--- config.mk ---
export PLATFORM = sky130hd
export DESIGN_NAME = ttl_bcd_scan_latch_flat
export DESIGN_NICKNAME = d
export VERILOG_FILES = /design/src/rtl/ttl_bcd_scan_latch_pkg.sv /design/src/rtl/ttl_bcd_scan_latch_if.sv /design/src/rtl/ttl_bcd_scan_latch_seg7.sv /design/src/rtl/ttl_bcd_scan_latch.sv /design/src/flat_wrapper.sv
export SDC_FILE = /design/constraint.sdc
export NUM_CORES = 1
export LEC_CHECK = 0
export ABC_AREA = 0
export ABC_CLOCK_PERIOD_IN_PS = 2900
export BUFFER_PORTS_ARGS = -buffer_cell sky130_fd_sc_hd__buf_2
export CORE_UTILIZATION = 39
export CTS_CLUSTER_DIAMETER = 150
export DETAILED_ROUTE_END_ITERATION = 10
export PLACE_DENSITY = 0.63
export SYNTH_ARGS = -nofsm -noshare
export SYNTH_HDL_FRONTEND = slang
export SYNTH_SLANG_ARGS = --single-unit
--- constraint.sdc ---
create_clock -name Clk -period 2.9 [get_ports Clk]
set_input_delay 0.29 -clock Clk [delete_from_list [all_inputs] [get_ports Clk]]
set_output_delay 0.29 -clock Clk [all_outputs]
set_load 0.02 [all_outputs]
--- src/rtl/ttl_bcd_scan_latch_pkg.sv ---
// Shared constants for the BCD scan latch: 7-segment patterns {g,f,e,d,c,b,a}
// and the BCD code driven for a suppressed leading zero.
package ttl_bcd_scan_latch_pkg;

  localparam logic [6:0] SEG_0     = 7'h3F;
  localparam logic [6:0] SEG_1     = 7'h06;
  localparam logic [6:0] SEG_2     = 7'h5B;
  localparam logic [6:0] SEG_3     = 7'h4F;
  localparam logic [6:0] SEG_4     = 7'h66;
  localparam logic [6:0] SEG_5     = 7'h6D;
  localparam logic [6:0] SEG_6     = 7'h7D;
  localparam logic [6:0] SEG_7     = 7'h07;
  localparam logic [6:0] SEG_8     = 7'h7F;
  localparam logic [6:0] SEG_9     = 7'h6F;
  localparam logic [6:0] SEG_E     = 7'h79;
  localparam logic [6:0] SEG_BLANK = 7'h00;

  localparam logic [3:0] BCD_SUPPRESSED = 4'b1111;

endpackage

--- src/rtl/ttl_bcd_scan_latch_if.sv ---
// Bus between the counter/display world and the scan latch: capture controls,
// packed digits in, multiplexed BCD/segment/select out.
interface ttl_bcd_scan_latch_if #(
  parameter int DIGITS = 4,
  parameter int WIDTH  = 4
);

  logic                      Strobe;
  logic [DIGITS*WIDTH-1:0]   D;
  logic                      Carry;
  logic                      LZS;
  logic                      Blank_bar;
  logic [WIDTH-1:0]          BCD;
  logic [6:0]                Seg;
  logic [DIGITS-1:0]         Digit_sel;
  logic                      Overflow;

  modport master (
    output Strobe, D, Carry, LZS, Blank_bar,
    input  BCD, Seg, Digit_sel, Overflow
  );

  modport slave (
    input  Strobe, D, Carry, LZS, Blank_bar,
    output BCD, Seg, Digit_sel, Overflow
  );

endinterface

--- src/rtl/ttl_bcd_scan_latch_seg7.sv ---
// Combinational BCD to 7-segment decoder; codes 10..15 show an "E".
module ttl_bcd_to_seg7
  import ttl_bcd_scan_latch_pkg::*;
(
  input  logic [3:0] bcd,
  output logic [6:0] seg
);

  always_comb begin
    seg = SEG_E;
    unique case (bcd)
      4'd0:    seg = SEG_0;
      4'd1:    seg = SEG_1;
      4'd2:    seg = SEG_2;
      4'd3:    seg = SEG_3;
      4'd4:    seg = SEG_4;
      4'd5:    seg = SEG_5;
      4'd6:    seg = SEG_6;
      4'd7:    seg = SEG_7;
      4'd8:    seg = SEG_8;
      4'd9:    seg = SEG_9;
      default: seg = SEG_E;
    endcase
  end

endmodule

--- src/rtl/ttl_bcd_scan_latch.sv ---
// Strobed holding latch for cascaded BCD counters with a multiplexed display
// scanner and optional leading-zero suppression.
module ttl_bcd_scan_latch
  import ttl_bcd_scan_latch_pkg::*;
#(
  parameter int DIGITS     = 4,
  parameter int WIDTH      = 4,
  parameter int SCAN_DIV   = 4,
  parameter int DELAY_RISE = 0,
  parameter int DELAY_FALL = 0
) (
  input  logic                 Clk,
  input  logic                 Reset,
  ttl_bcd_scan_latch_if.slave  bus
);

  localparam int IDX_W = (DIGITS > 1) ? $clog2(DIGITS) : 1;
  localparam int PRE_W = (SCAN_DIV > 1) ? $clog2(SCAN_DIV) : 1;

  // Propagation delays belong to the board-level model; synthesized outputs
  // are zero-delay, so the parameters are accepted but shape no logic.
  if (DELAY_RISE != 0 || DELAY_FALL != 0) begin : g_nonzero_delay
  end

  logic [DIGITS*WIDTH-1:0] latch_p0;
  logic                    ovf_p0;
  logic [PRE_W-1:0]        pre_p0;
  logic [IDX_W-1:0]        idx_p0;

  // Bit k is set when digit k and every digit above it are zero; digit 0 is
  // always shown so a zero reading never goes fully dark.
  function automatic logic [DIGITS-1:0] lead_zero_mask(
    input logic [DIGITS*WIDTH-1:0] v
  );
    logic [DIGITS-1:0] m;
    logic              run;
    m   = '0;
    run = 1'b1;
    for (int k = DIGITS - 1; k >= 1; k--) begin
      run  = run && (v[k*WIDTH +: WIDTH] == '0);
      m[k] = run;
    end
    return m;
  endfunction

  // Stage p0: capture latch and scan counters
  always_ff @(posedge Clk) begin
    if (Reset) begin
      latch_p0 <= '0;
      ovf_p0   <= 1'b0;
      pre_p0   <= '0;
      idx_p0   <= '0;
    end else begin
      if (pre_p0 == PRE_W'(SCAN_DIV - 1)) begin
        pre_p0 <= '0;
        idx_p0 <= (idx_p0 == IDX_W'(DIGITS - 1)) ? '0 : idx_p0 + 1'b1;
      end else begin
        pre_p0 <= pre_p0 + 1'b1;
      end
      if (bus.Strobe) begin
        latch_p0 <= bus.D;
        ovf_p0   <= bus.Carry;
      end
    end
  end

  // Output decode straight from the p0 registers
  logic [WIDTH-1:0]  digit;
  logic [6:0]        seg_raw;
  logic [DIGITS-1:0] zmask;
  logic              suppressed;

  assign digit      = latch_p0[idx_p0*WIDTH +: WIDTH];
  assign zmask      = lead_zero_mask(latch_p0);
  assign suppressed = bus.LZS && zmask[idx_p0];

  ttl_bcd_to_seg7 u_seg7 (
    .bcd (digit),
    .seg (seg_raw)
  );

  assign bus.BCD       = suppressed ? BCD_SUPPRESSED : digit;
  assign bus.Seg       = suppressed ? SEG_BLANK : seg_raw;
  assign bus.Digit_sel = bus.Blank_bar ? (DIGITS'(1) << idx_p0) : '0;
  assign bus.Overflow  = ovf_p0;

endmodule

--- src/flat_wrapper.sv ---
// flat-port wrapper written by rule: the top's interface ports become plain ports
module ttl_bcd_scan_latch_flat import ttl_bcd_scan_latch_pkg::*;
#(
  parameter int DIGITS     = 4,
  parameter int WIDTH      = 4,
  parameter int SCAN_DIV   = 4,
  parameter int DELAY_RISE = 0,
  parameter int DELAY_FALL = 0
)
  (Clk, Reset, bus_Strobe, bus_D, bus_Carry, bus_LZS, bus_Blank_bar, bus_BCD, bus_Seg, bus_Digit_sel, bus_Overflow);
  ttl_bcd_scan_latch_if #(.DIGITS(DIGITS), .WIDTH(WIDTH)) bus_i ();
  input  logic Clk;
  input  logic Reset;
  input wire logic [$bits(bus_i.Strobe)-1:0] bus_Strobe;
  input wire logic [$bits(bus_i.D)-1:0] bus_D;
  input wire logic [$bits(bus_i.Carry)-1:0] bus_Carry;
  input wire logic [$bits(bus_i.LZS)-1:0] bus_LZS;
  input wire logic [$bits(bus_i.Blank_bar)-1:0] bus_Blank_bar;
  output wire logic [$bits(bus_i.BCD)-1:0] bus_BCD;
  output wire logic [$bits(bus_i.Seg)-1:0] bus_Seg;
  output wire logic [$bits(bus_i.Digit_sel)-1:0] bus_Digit_sel;
  output wire logic [$bits(bus_i.Overflow)-1:0] bus_Overflow;
  assign bus_i.Strobe = bus_Strobe;
  assign bus_i.D = bus_D;
  assign bus_i.Carry = bus_Carry;
  assign bus_i.LZS = bus_LZS;
  assign bus_i.Blank_bar = bus_Blank_bar;
  assign bus_BCD = bus_i.BCD;
  assign bus_Seg = bus_i.Seg;
  assign bus_Digit_sel = bus_i.Digit_sel;
  assign bus_Overflow = bus_i.Overflow;
  ttl_bcd_scan_latch #(.DIGITS(DIGITS), .WIDTH(WIDTH), .SCAN_DIV(SCAN_DIV), .DELAY_RISE(DELAY_RISE), .DELAY_FALL(DELAY_FALL)) u_core (.Clk(Clk), .Reset(Reset), .bus(bus_i));
endmodule
-- Word-level counts from Yosys, hierarchy flattened
Memories as Yosys holds them, arrays and structs flattened.
Cells that the tools add are included.
- $add $sub $neg: 2
- magnitude comparators: 1
- equal/unequal tests: 2
- shift operators: 2
- multiplexer cells: 6
- reductions and logical operators: 7
- operator list (kind ; count):
    16-bit by 5-bit indexed part select with 4-bit output ; 1
    4-bit zero test ; 3
    4-bit two-way mux ; 2
    7-bit two-way mux ; 1
    2-bit by 1-bit adder with 2-bit output, second input constant ; 2
    2-bit == test, second input constant ; 2
    1-bit by 2-bit << shifter with 4-bit output, first input constant ; 1
    1-bit logical AND ; 3
    2-bit by 3-bit < comparator with 1-bit output, second input constant ; 1
    1-bit binary-select mux with 2-bit select ; 1
    2-bit two-way mux ; 1
    2-bit OR reduction ; 1
    1-bit two-way mux ; 1
- bits in registers: 21
- bits in read-only memories: 112
- input port bits: 22
- output and inout bits: 16
- logic and storage cells: 25
- memories kept: 1
- memories (memory ; depth ; width ; rd ports ; clocked after memory_dff ; wr ports ; line ; RTL):
    (no name shown) ; 16 ; 7 ; 1 ; 0 ; 0 ; ttl_bcd_scan_latch_seg7.sv:11 ; unique case (bcd)

-- Depth between registers and ports, before layout
Gate-level depths: netlist (run 1).
- depth in word-level cells: 7
- depth in mapped cells: 8
- mapped depth without buffers: 7

-- Modules after synthesis
From an unflattened synthesis (run 1), not the netlist that was laid out.
- cells, all modules: 128
- area total of the unflattened synthesis: 1271.2 um^2
- by module, submodules not included (module ; times used ; cells each ; area each (um^2) ; seq. area each (um^2)):
    ttl_bcd_scan_latch ; 1 ; 102 ; 1081.0 ; 420.4
    ttl_bcd_to_seg7 ; 1 ; 26 ; 190.2 ; 0.0

-- Worst setup path after synthesis (run 1)
No wires, ideal clock.
- path type: register to output
- from: register u_core.idx_p0[0]
- to: output port bus_Seg[4]
- data arrival time: 1.825 ns
- required time: 2.610 ns
- slack: 0.785 ns
- cell stages (with the launch flop): 7
- path buffers: 1
- path through: dfxtp_1 buf_6 mux4_2 inv_1 ha_1 nand2b_4 a221oi_2
- cells in the longest elaborated chain, start to end: 4
- elaborated cells between the ends (all ways): 6
- classes of those cells: 1 x shift; 3 x mux; 1 x reduce/logical; 1 x memory
- RTL lines (item ; line ; RTL):
    start, declared ; ttl_bcd_scan_latch.sv:28 ; logic [IDX_W-1:0] idx_p0;
    start signal, assigned ; ttl_bcd_scan_latch.sv:56 ; idx_p0 <= (idx_p0 == IDX_W'(DIGITS - 1)) ? '0 : idx_p0 + 1'b1;
    branches (longest 3 deep; another with memory read 16 x 7 bit) ; - ;
    7-bit two-way mux * ; ttl_bcd_scan_latch.sv:83 ; assign bus.Seg = suppressed ? SEG_BLANK : seg_raw;
    end, declared ; flat_wrapper.sv:20 ; output wire logic [$bits(bus_i.Seg)-1:0] bus_Seg;
Every way passes the cells marked *. The select of a mux whose other input is x is not followed.

-- Worst setup path in the final report (run 1)
- from: register u_core.idx_p0[0]
- to: output port bus_Seg[2]
Same word-level chain as after synthesis.

==> results of run 1 <==
state kept, by name, indices dropped and copies added, names as in the netlist:
signal	flops
u_core.pre_p0	2
u_core.bus.Overflow	1
u_core.idx_p0	2
u_core.latch_p0	16
layout make-up:
class,instances,area (sq um)
sequential,21,420
timing repair buffer,38,193
inverter,5,18.8
tap,31,38.8
clock buffer,4,26.3
multi-input combinational,93,716
fill,282,1420
placed cells by master, fill, tap and decap left out, drive strengths merged, types with 4 or more instances in the layout:
| cell | instances |
|---|---|
| a21oi | 6 |
| and2 | 4 |
| buf | 38 |
| clkbuf | 4 |
| dfxtp | 21 |
| ha | 10 |
| inv | 5 |
| mux2i | 21 |
| nand2b | 5 |
| nor2 | 27 |
Yosys cell counts:
cell	number
a21oi_1	5
mux4_2	3
and2_1	4
nor2_1	27
a2bb2oi_1	1
ha_1	10
mux2i_1	21
nand3_1	1
nor4_1	3
a221oi_2	1
buf_6	1
nor3_1	1
nor2b_1	2
mux2_2	1
nor3b_1	1
a21oi_2	1
or2_2	2
buf_2	1
nand2b_4	1
nand2_1	2
inv_1	5
clkbuf_1	4
dfxtp_1	21
o21ai_0	2
nand2b_1	4
tightest hold or removal path, stage by stage:
cell and delay (ns):
buf_2 0.07, mux2i_1 0.06, nor2_1 0.07
cells by family after synthesis:
logic type	count (synthesis)	synth area share [%]
buf+inv	11	4.22
compound gates	10	5.70
flops	21	35.4
fa+ha+maj	10	10.5
mux	25	24.4
simple gates	48	19.7
metal layers:
metal | vias up | GRT usage, % | share of wire [%]
met5 | - | 0 | 0
met2 | 29 | 27.2 | 45
met3 | 5 | 3.85 | 6.2
li1 | 497 | - | -
met4 | 0 | 7.32 | 1.6
met1 | 440 | 19.2 | 47
report_power, final:
group	switching, W	internal, W
registers	0.0000131	0.000307
clock network	0.0000874	0.0000537
logic	0.0000954	0.0000774
total	0.000196	0.000438
path summary, 6_finish.rpt:
check	start	end	slack [ns]	depth (start not counted)
worst max register to register	u_core.idx_p0[1]	u_core.idx_p0[1]	1.69	4
worst max-delay path	u_core.idx_p0[0]	bus_Seg[2]	0.45	9
worst min register to register	u_core.pre_p0[0]	u_core.pre_p0[0]	0.44	1
worst min-delay path	bus_D[3]	u_core.latch_p0[3]	0.21	3
per-stage QoR:
| step | instance area [sq um] | power (W) | utilization, % |
|---|---|---|---|
| 6_report | 1410 | 0.000634 | 49.9 |
| 4_1_cts | 1410 | 0.000642 | 49.9 |
| 2_1_floorplan | 1190 | 0.000449 | - |
| 5_1_grt | 1410 | 0.000671 | 49.9 |
| 3_3_place_gp | 1390 | 0.000496 | 49.0 |
| 3_5_place_dp | 1390 | 0.000501 | 49.0 |
==> results.toml, run 1 <==
[global_routing]
grt_max_degree = 22
antenna_found_initial = 0
first_global_vias = 880
grt_pass1_wl_mm = 4.02
overflow = 0
grt_util_all_layers_pct = 16.0

[critical_path]
max_stage_delay_ns = 0.37
start_kind = "register"
worstSetupPathType = "register to output pin"
cp.arrival_ns = 2.16
worstPathCellList = "buf_4, mux2i_1, mux2_2, inv_1, ha_1, nor2b_1, a2bb2oi_1, nor2_1, buf_2"
cp.required_ns = 2.61
end_kind = "output pin"
cp_slowest_cell = "dfxtp_1"
crit_buf_inv = 3
cp_max_fo = 11
critPathTopFamily = "buffers and inverters"

[sta]
min_period_over_period_pct = 84.4
setup_ws_ns = 0.451
worst_pin_slew_ns = 0.502
setup_viol = 0
setup_tns_ns = 0
holdWs_ns = 0.213
rsz0062_at_grt = "false"
hold_viol = 0
slew_headroom_pct = 66.5
slew_violations = 0
min_period_ns = 2.45
clock_skew_ns = 0.00367
max_freq_ghz = 0.408

[synthesis]
synthCells = 125
ys_seq_area_share_pct = 35.4
synth_area_per_cell_sq_um = 9.49
synth_fp_nets = 157
syn-cell-area_sq_mm = 0.00119
yosysTopAreaCell = "dfxtp_1"
synthTopCellsByArea = "dfxtp_1, mux2i_1, ha_1, nor2_1, mux4_2"
synth_cell_type_count = 25
synth_warnings = 0
synth_top_area_share_pct = 35.4
yosys_register_bits = 21

[power_and_ir_drop]
ir_worst_vdd_v = 0.000224
p_per_area_mw_per_mm2 = 449
leakagePower_nw = 0.679

[clocking]
cts_sinks = 21
clkTransAtPathRegs_ns = 0.11
postCtsResizedCells = 0
clockBufferDepth = 2
postCtsHoldBufs = 0
post_cts_buffers = 0
cts_made_buffers = 3
tritoncts = "yes"
clock_latency_ns = 0.30
cts_root_buf = "clkbuf_4"
cts_max_level = 1

[die]
core-area_sq_mm = 0.00283
die_y_um = 57.2
initial_utilization_pct = 41.9
die_x_um = 57.2
die-area_sq_mm = 0.00327
rows = 19
pin_count = 38

[route]
drc = 9
drt-total-wl_mm = 2.37
wl_per_cell_um = 12.3
drtIter0Drc = 24
vias = 971
routed_via_density = 5.06
firstDrtPassIters = 7
antenna_left = 0

[cells_and_area]
antenna_cells = 0
syn2layout_area_growth_pct = 19.1
final_cells = 192
nNetsFinal = 194
final_layout_size_suffix_gt1_share_pct = 31.1

[placement]
gp_congestion = 0.816
portBuffers = 37
place_ws_ns = 0.807
dp_cells = 188
dpl.hpwl_mm = 1.81

[worst_hold_path]
holdCritPathClass = "input port to register"

[run_status]
violations = "design-rule violations"
status = "complete, but fails checks"

[flow_run]
cap_violations = 0
No activity file was read; power rests on OpenSTA's default activity.
==> run 2: changes to the inputs <==
Settings changed: ABC_CLOCK_PERIOD_IN_PS 2900 to 2200, PLACE_DENSITY 0.63 to 0.65.
Clock period 2.9 ns to 2.2 ns, I/O delays scaled along.
==> results.toml, run 2 (synthesized netlist as in run 1, its figures left out) <==
[critical_path]
cp_slowest_cell = "mux4_2"
worstPathCellList = "mux4_2, clkinv_4, ha_4, nand2b_4, a21oi_2, nor2_1, buf_4"
rr_startpoint = "u_core.idx_p0[0]"
cp.required_ns = 1.98
r2r_slack_ns = 0.92
end_kind = "output pin"
cp_max_fo = 4
max_stage_delay_ns = 0.56
r2r-end = "u_core.idx_p0[1]"
start_kind = "register"
worstSetupPathType = "register to output pin"
cp.arrival_ns = 2.01
timing.reg2reg.worst_path_depth = 6

[die]
core-area_sq_mm = 0.00283
die-area_sq_mm = 0.00327
rows = 19
pin_count = 38
initial_utilization_pct = 41.9
die_y_um = 57.2
die_x_um = 57.2

[sta]
slew_headroom_pct = 67.8
worst_pin_slew_ns = 0.482
max_freq_ghz = 0.449
min_period_over_period_pct = 101
rsz0062_at_grt = "true"
holdWs_ns = 0.150
setup_tns_ns = -0.0546
setup_ws_ns = -0.0291
setup_viol = 2
min_period_ns = 2.23
clock_skew_ns = 0.00211
slew_violations = 0
hold_viol = 0

[worst_hold_path]
whs_path_depth = 3
holdCritPathClass = "input port to register"
min_to = "u_core.bus.Overflow"
hold_start = "bus_Carry"

[global_routing]
grt_max_degree = 22
antenna_found_initial = 0
first_global_vias = 958
overflow = 0
grt_pass1_wl_mm = 4.55
grt_util_all_layers_pct = 18.1

[cells_and_area]
final_common_cell = "buf_2"
antenna_cells = 0
nNetsFinal = 205
syn2layout_area_growth_pct = 37.6
fill_cells = 247
final_cells = 203
multiInputGateArea_sq_um = 815
reg_top3 = "u_core.latch_p0: 16 flops, u_core.idx_p0: 2 flops, u_core.pre_p0: 2 flops"
largest_reg_flops = 16
top_register = "u_core.latch_p0"
postLayoutCoreUtil_pct = 57.7
seqCellArea_sq_um = 423
layout_common_cells = "buf_2, nor2_1, mux2i_1"
final_layout_size_suffix_gt1_share_pct = 43.0

[clocking]
cts_sinks = 21
clockBufferDepth = 2
cts_root_buf = "clkbuf_4"
cts_max_level = 1
tritoncts = "yes"
clkTransAtPathRegs_ns = 0.12
postCtsHoldBufs = 0
clock_latency_ns = 0.30
cts_made_buffers = 3

[power_and_ir_drop]
p_per_area_mw_per_mm2 = 553
leakagePower_nw = 0.763
ir_worst_vdd_v = 0.000394

[placement]
dpl.hpwl_mm = 1.85
place_ws_ns = 0.186
portBuffers = 37
gp_congestion = 0.808
dp_cells = 188

[route]
routed_via_density = 5.21
drtIter0Drc = 56
antenna_left = 0
wl_per_cell_um = 13.8
drt-total-wl_mm = 2.80
vias = 1057
firstDrtPassIters = 8
drc = 6

[run_status]
violations = "design-rule violations, negative setup slack"
status = "complete, but fails checks"

[flow_run]
cap_violations = 0
[run 2: report_power, final]
group          internal (W)  total [W]  switching (W)
Combinational      0.000146   0.000292       0.000146
Sequential         0.000405   0.000426      0.0000211
Clock             0.0000676   0.000183       0.000116
Total              0.000619   0.000902       0.000283
[run 2: critical path, delay by kind of cell, from the launching register on]
| kind | cells | cell delay [ns] |
|---|---|---|
| compound gates | 1 | 0.12 |
| flops | 1 | 0.37 |
| buf+inv | 2 | 0.27 |
| mux | 1 | 0.56 |
| simple gates | 2 | 0.19 |
| fa+ha+maj | 1 | 0.20 |
[run 2: metal layers]
layer,wire (um),share of wire [%],global-route usage (%)
met4,48,1.7,4.18
met1,1230,44,22.8
met3,159,5.7,4.76
met5,0,0,0
met2,1360,49,31.1
[run 2: layout make-up]
type | count | share of cell area [%]
Multi-Input combinational cell | 94 | 49.9
Clock buffer | 3 | 1.38
Inverter | 5 | 1.61
Timing Repair Buffer | 48 | 18.5
Tap cell | 31 | 2.38
Clock inverter | 1 | 0.307
Sequential cell | 21 | 25.9
[run 2: worst max path at each step]
stage	start	to	slack, ns	cells after the start
after floorplan	u_core.idx_p0[0]	bus_Seg[4]	0.15	6
after global placement	u_core.idx_p0[1]	bus_Seg[3]	0.22	7
after detailed placement	u_core.idx_p0[1]	bus_Seg[3]	0.19	7
after CTS	u_core.idx_p0[0]	bus_Seg[4]	-0.02	6
after global routing	u_core.idx_p0[0]	bus_Seg[4]	-0.1	5
final	u_core.idx_p0[0]	bus_Seg[3]	-0.03	7
[run 2: metrics by stage]
| step | total power (W) | area (sq um) |
|---|---|---|
| after floorplan | 0.000592 | 1190 |
| after global placement | 0.000653 | 1390 |
| after detailed placement | 0.000660 | 1390 |
| after CTS | 0.000879 | 1540 |
| after global routing | 0.000954 | 1630 |
| final | 0.000902 | 1630 |
[run 2: timing repair]
| item | 4_1_cts | 5_1_grt |
|---|---|---|
| cloned | 1 | 0 |
| buffers inserted | 6 | 4 |
| resized for setup | 18 | 13 |
| endpoints found under the setup margin | 8 | 11 |
| pin swaps | 2 | 6 |
